--- src/rtl/mul_share_sched.sv ---
// rtl/mul_share_sched.sv - round-robin shared repeated-addition multiplier
//
// Purpose:
//   One sequential multiplier shared by NREQ requesters. A round-robin arbiter
//   picks one requester in IDLE and latches its operands. The FSM then adds a
//   into an accumulator b times and returns the product with a one-hot done
//   pulse addressed to that requester.
//
// Ports:
//   clk    in   1           clock, rising edge
//   rst    in   1           synchronous active-high reset
//   req    in   NREQ        request vector
//   a_in   in   NREQ*WIDTH  operand a, slice i = a_in[i*WIDTH +: WIDTH]
//   b_in   in   NREQ*WIDTH  operand b (repeat count), same slicing
//   grant  out  NREQ        one-hot, high from latch cycle through DONE cycle
//   done   out  NREQ        one-hot 1-cycle pulse, sum valid in that cycle
//   sum    out  2*WIDTH     last completed product, held until next DONE
//   busy   out  1           high in every state except IDLE

module mul_share_sched #(
  parameter int NREQ  = 4,
  parameter int WIDTH = 8
) (
  input  logic                  clk,
  input  logic                  rst,
  input  logic [NREQ-1:0]       req,
  input  logic [NREQ*WIDTH-1:0] a_in,
  input  logic [NREQ*WIDTH-1:0] b_in,
  output logic [NREQ-1:0]       grant,
  output logic [NREQ-1:0]       done,
  output logic [2*WIDTH-1:0]    sum,
  output logic                  busy
);

  localparam int IW = (NREQ > 1) ? $clog2(NREQ) : 1;

  typedef enum logic [1:0] {
    S_IDLE,
    S_ADD,
    S_DONE
  } state_t;

  state_t              state_q, state_d;
  logic [WIDTH-1:0]    a_q, a_d;
  logic [WIDTH-1:0]    b_q, b_d;
  logic [2*WIDTH-1:0]  acc_q, acc_d;
  logic [WIDTH-1:0]    cnt_q, cnt_d;
  logic [IW-1:0]       win_q, win_d;
  logic [IW-1:0]       last_q, last_d;
  logic [NREQ-1:0]     grant_d;
  logic [NREQ-1:0]     done_d;
  logic [2*WIDTH-1:0]  sum_d;
  logic                busy_d;

  // Round-robin search: first set req bit starting at last_q+1, wrapping.
  logic [IW-1:0]       win;
  logic                any_req;
  logic [WIDTH-1:0]    a_sel;
  logic [WIDTH-1:0]    b_sel;

  always_comb begin
    int idx;
    logic [IW-1:0] idx_w;
    win     = '0;
    any_req = 1'b0;
    idx     = 0;
    idx_w   = '0;
    for (int k = 1; k <= NREQ; k++) begin
      idx = int'(last_q) + k;
      if (idx >= NREQ) idx = idx - NREQ;
      idx_w = IW'(idx);
      if (!any_req && req[idx_w]) begin
        any_req = 1'b1;
        win     = idx_w;
      end
    end
  end

  // Operand mux with constant slice bounds.
  always_comb begin
    a_sel = '0;
    b_sel = '0;
    for (int i = 0; i < NREQ; i++) begin
      if (IW'(i) == win) begin
        a_sel = a_in[i*WIDTH +: WIDTH];
        b_sel = b_in[i*WIDTH +: WIDTH];
      end
    end
  end

  always_comb begin
    state_d = state_q;
    a_d     = a_q;
    b_d     = b_q;
    acc_d   = acc_q;
    cnt_d   = cnt_q;
    win_d   = win_q;
    last_d  = last_q;
    grant_d = grant;
    done_d  = done;
    sum_d   = sum;
    busy_d  = busy;
    case (state_q)
      S_IDLE: begin
        if (any_req) begin
          a_d          = a_sel;
          b_d          = b_sel;
          acc_d        = '0;
          cnt_d        = '0;
          win_d        = win;
          grant_d      = '0;
          grant_d[win] = 1'b1;
          busy_d       = 1'b1;
          state_d      = S_ADD;
        end
      end
      S_ADD: begin
        // b_q+1 cycles: b_q additions, then one cycle to publish the result.
        if (cnt_q == b_q) begin
          sum_d          = acc_q;
          done_d         = '0;
          done_d[win_q]  = 1'b1;
          state_d        = S_DONE;
        end else begin
          acc_d = acc_q + {{WIDTH{1'b0}}, a_q};
          cnt_d = cnt_q + 1'b1;
        end
      end
      S_DONE: begin
        last_d  = win_q;
        grant_d = '0;
        done_d  = '0;
        busy_d  = 1'b0;
        state_d = S_IDLE;
      end
      default: begin
        grant_d = '0;
        done_d  = '0;
        busy_d  = 1'b0;
        state_d = S_IDLE;
      end
    endcase
  end

  always_ff @(posedge clk) begin
    if (rst) begin
      state_q <= S_IDLE;
      a_q     <= '0;
      b_q     <= '0;
      acc_q   <= '0;
      cnt_q   <= '0;
      win_q   <= '0;
      // Pointing at the last index makes requester 0 the first candidate.
      last_q  <= IW'(NREQ - 1);
      grant   <= '0;
      done    <= '0;
      sum     <= '0;
      busy    <= 1'b0;
    end else begin
      state_q <= state_d;
      a_q     <= a_d;
      b_q     <= b_d;
      acc_q   <= acc_d;
      cnt_q   <= cnt_d;
      win_q   <= win_d;
      last_q  <= last_d;
      grant   <= grant_d;
      done    <= done_d;
      sum     <= sum_d;
      busy    <= busy_d;
    end
  end

endmodule

--- config.mk ---
export PLATFORM = sky130hd
export DESIGN_NAME = mul_share_sched
export DESIGN_NICKNAME = d
export VERILOG_FILES = /design/src/rtl/mul_share_sched.sv
export SDC_FILE = /design/constraint.sdc
export NUM_CORES = 1
export LEC_CHECK = 0
export CAP_MARGIN = 25
export CORE_ASPECT_RATIO = 1.5
export CORE_UTILIZATION = 49
export DETAILED_ROUTE_END_ITERATION = 12
export HOLD_SLACK_MARGIN = 0.15
export PLACE_DENSITY = 0.82
export SYNTH_ARGS = -nofsm -noshare
export SYNTH_HDL_FRONTEND = slang
export SYNTH_SLANG_ARGS = --single-unit
--- constraint.sdc ---
create_clock -name clk -period 3 [get_ports clk]
set_clock_uncertainty 0.15 [all_clocks]
set_input_delay 0.75 -clock clk [delete_from_list [all_inputs] [get_ports clk]]
set_output_delay 0.75 -clock clk [all_outputs]
set_load 0.03 [all_outputs]
==> results.json <==
{
  "status": "complete, no violations",
  "drt_iter0_markers": 124,
  "rsz0062_at_grt": "no",
  "start_kind": "primary input",
  "synthCells": 385,
  "area_growth_pct": 35.9,
  "synth_area_sq_um": 3570,
  "ioPinCount": 95,
  "power_frac_clock_pct": 32.0,
  "cap_violations": 0,
  "p_int_mw": 1.80,
  "coreArea_sq_um": 6940,
  "finalNetCount": 562,
  "clock_latency_ns": 0.35,
  "hold_viol": 0,
  "ys_seq_area_share_pct": 39.8,
  "crit_path_max_incr_delay_ns": 0.55,
  "wirelength_um": 8180,
  "yosysWarningCount": 0,
  "power_switching_mw": 0.743,
  "die_area_sq_um": 7640,
  "post_cts_resized": 0,
  "synth_nets": 465,
  "seqPwrFrac_pct": 42.3,
  "synth-edff-count": 0,
  "grt_max_degree": 37,
  "grt_overflow": 0,
  "min_period_over_period_pct": 85.3,
  "slew_violations": 0,
  "min_path_type": "flop to flop",
  "io_buffers": 94,
  "htree_levels": 3,
  "cts_setup_buffers": 0,
  "place_hpwl_um": 6090,
  "start_util_pct": 51.4,
  "period_minus_slack_ns": 2.56,
  "synthTopCellsByCount": "71 x dfxtp_1, 51 x mux2i_1, 45 x nand2_1",
  "fp.dieW_um": 71.7,
  "power_density_nw_per_um2": 523,
  "slew_headroom_pct": 52.8,
  "synth_top_flop_cell": "dfxtp_1",
  "ctsRootBufferMaster": "clkbuf_8",
  "grt_use_met3_pct": 4.79,
  "fin_cells": 565,
  "cp_slowest_cell": "clkdlybuf4s50_1",
  "power_frac_comb_pct": 25.7,
  "leakage_nw": 1.85,
  "setup_viol": 0,
  "synth_cell_types": 51,
  "vdd_ir_drop_max_uv": 412,
  "end_kind": "flop",
  "vias": 3099,
  "routedWlPerCell_um": 14.5,
  "clk_path_buf_depth": 2,
  "top_usage_layer": "met2",
  "drt_first_pass_iters": 4,
  "antenna_found_initial": 0,
  "synth.most_common_cell": "dfxtp_1",
  "postCtsHoldBufs": 0,
  "grt_use_total_pct": 22.8,
  "drc_errors": 0,
  "cts_made_buffers": 9,
  "tightest_slew_ns": 0.709,
  "met1_usage_pct": 24.8,
  "die_h_um": 107,
  "synth_top_area_cell": "dfxtp_1",
  "crit_fanout": 13,
  "synth.ff_latch_count": 71,
  "synth_area_leaders": "dfxtp_1 40%, mux2i_1 14%, xnor2_1 5.1%, nand2_1 4.7%, nor2_1 4.5%",
  "grt_pass1_wl_um": 13700,
  "worstPathRequired_ns": 3.13,
  "routed_via_density": 5.48,
  "critical_path_class": "primary input to flop",
  "max_freq_mhz": 391,
  "cts_tree": "done",
  "rows": 37,
  "clock-sinks": 71,
  "gp_congestion": 0.916,
  "async_reset_ff_share_pct": 0,
  "place_inst": 549,
  "tns_ns": 0,
  "clk_pin_slew_worst_paths_ns": 0.07,
  "drive_gt1_share_pct": 8.21,
  "met2_usage_pct": 41.2,
  "ant_nets": 0,
  "n_antenna_cell": 0,
  "path_cells": "clkdlybuf4s50_1 -> nor4_1 -> or3_4 -> and2_4 -> or4_1 -> a21oi_1",
  "arrival_ns": 2.69,
  "grt_pass1_vias": 3082,
  "avgSynthCellArea_sq_um": 9.28,
  "netlist.area_leader.share_pct": 39.8,
  "swShare_pct": 29.3
}
-- power by group through the flow --
stage	Clock, mW	Combinational (mW)	Sequential, mW
floorplan	0	0.427	1.10
global placement	0	0.637	1.09
detailed placement	0	0.653	1.09
CTS	0.831	0.659	1.07
global route	0.874	0.712	1.08
finish	0.813	0.653	1.07
-- per-stage QoR --
stage | hold slack, ns | area, sq um | utilization (%) | power [mW] | worst slack [ns]
final | 0.309 | 4850 | 69.9 | 2.54 | 0.442
after global routing | 0.338 | 4850 | 69.9 | 2.67 | 0.284
after CTS | 0.317 | 4850 | 69.9 | 2.56 | 0.462
after detailed placement | 0.300 | 4640 | 66.8 | 1.75 | 0.115
after global placement | 0.285 | 4640 | 66.8 | 1.73 | 0.149
after floorplan | 0.289 | 3570 | - | 1.52 | 0.806
-- path summary, 6_finish.rpt --
check | from | end | slack, ns | cells after the start
max reg2reg | acc_q[0] | acc_q[12] | 0.61 | 9
max | req[3] | cnt_q[7] | 0.44 | 6
min reg2reg | done[2] | done[2] | 0.31 | 2
min | done[2] | done[2] | 0.31 | 2
-- state kept, by name, summed over array words and instances, names as in the netlist --
name and flops:
sum 16, state_q 2, cnt_q 8, acc_q 16, grant 4, win_q 2
a_q 8, busy 1, done 4, last_q 2, b_q 8
-- worst max-delay path: cells and delay by family --
kind	cells	cell delay (ns)
buffers and inverters	1	0.55
and+or+nand+nor	4	1.24
AOI/OAI and AO/OA	1	0.15
-- placed cells by master (no fill, tap or decap), types with 3 or more instances in the layout --
| master | instances |
|---|---|
| nor2b_1 | 3 |
| o221ai_1 | 16 |
| inv_1 | 6 |
| o21ai_0 | 10 |
| ha_1 | 9 |
| xnor2_1 | 21 |
| a2111oi_2 | 3 |
| a21oi_1 | 24 |
| o21a_1 | 4 |
| nand2_1 | 45 |
| dfxtp_1 | 71 |
| nand3_1 | 7 |
| or3_1 | 4 |
| clkbuf_8 | 9 |
| buf_12 | 4 |
| a32o_1 | 3 |
| nor3_1 | 3 |
| clkdlybuf4s50_1 | 94 |
| mux2i_1 | 51 |
| buf_4 | 8 |
| nor2_1 | 43 |
| nand2b_1 | 6 |
-- metal layers --
metal  vias up  wire length (um)
li1       1571                 -
met5         -                 0
met4         0               177
met2        86              4290
met3        12               415
met1      1430              3290
-- cells by family (layout without fill, tap and decap cells) --
group	Yosys count	count (layout)	share of synthesized area [%]
simple gates	130	130	17.2
compound gates	74	74	15.3
flops	71	71	39.8
mux	52	52	14.6
buf+inv	26	128	4.03
xor+xnor	22	22	5.39
fa+ha+maj	10	10	3.71
-- layout make-up --
cell class	count	area, sq um
Sequential cell	71	1420
Tap cell	78	97.6
Inverter	6	22.5
Clock inverter	6	85.1
Clock buffer	10	128
Fill cell	558	2090
Timing Repair Buffer	106	1080
Multi-Input combinational cell	288	2020
No activity file was read; power rests on OpenSTA's default activity.
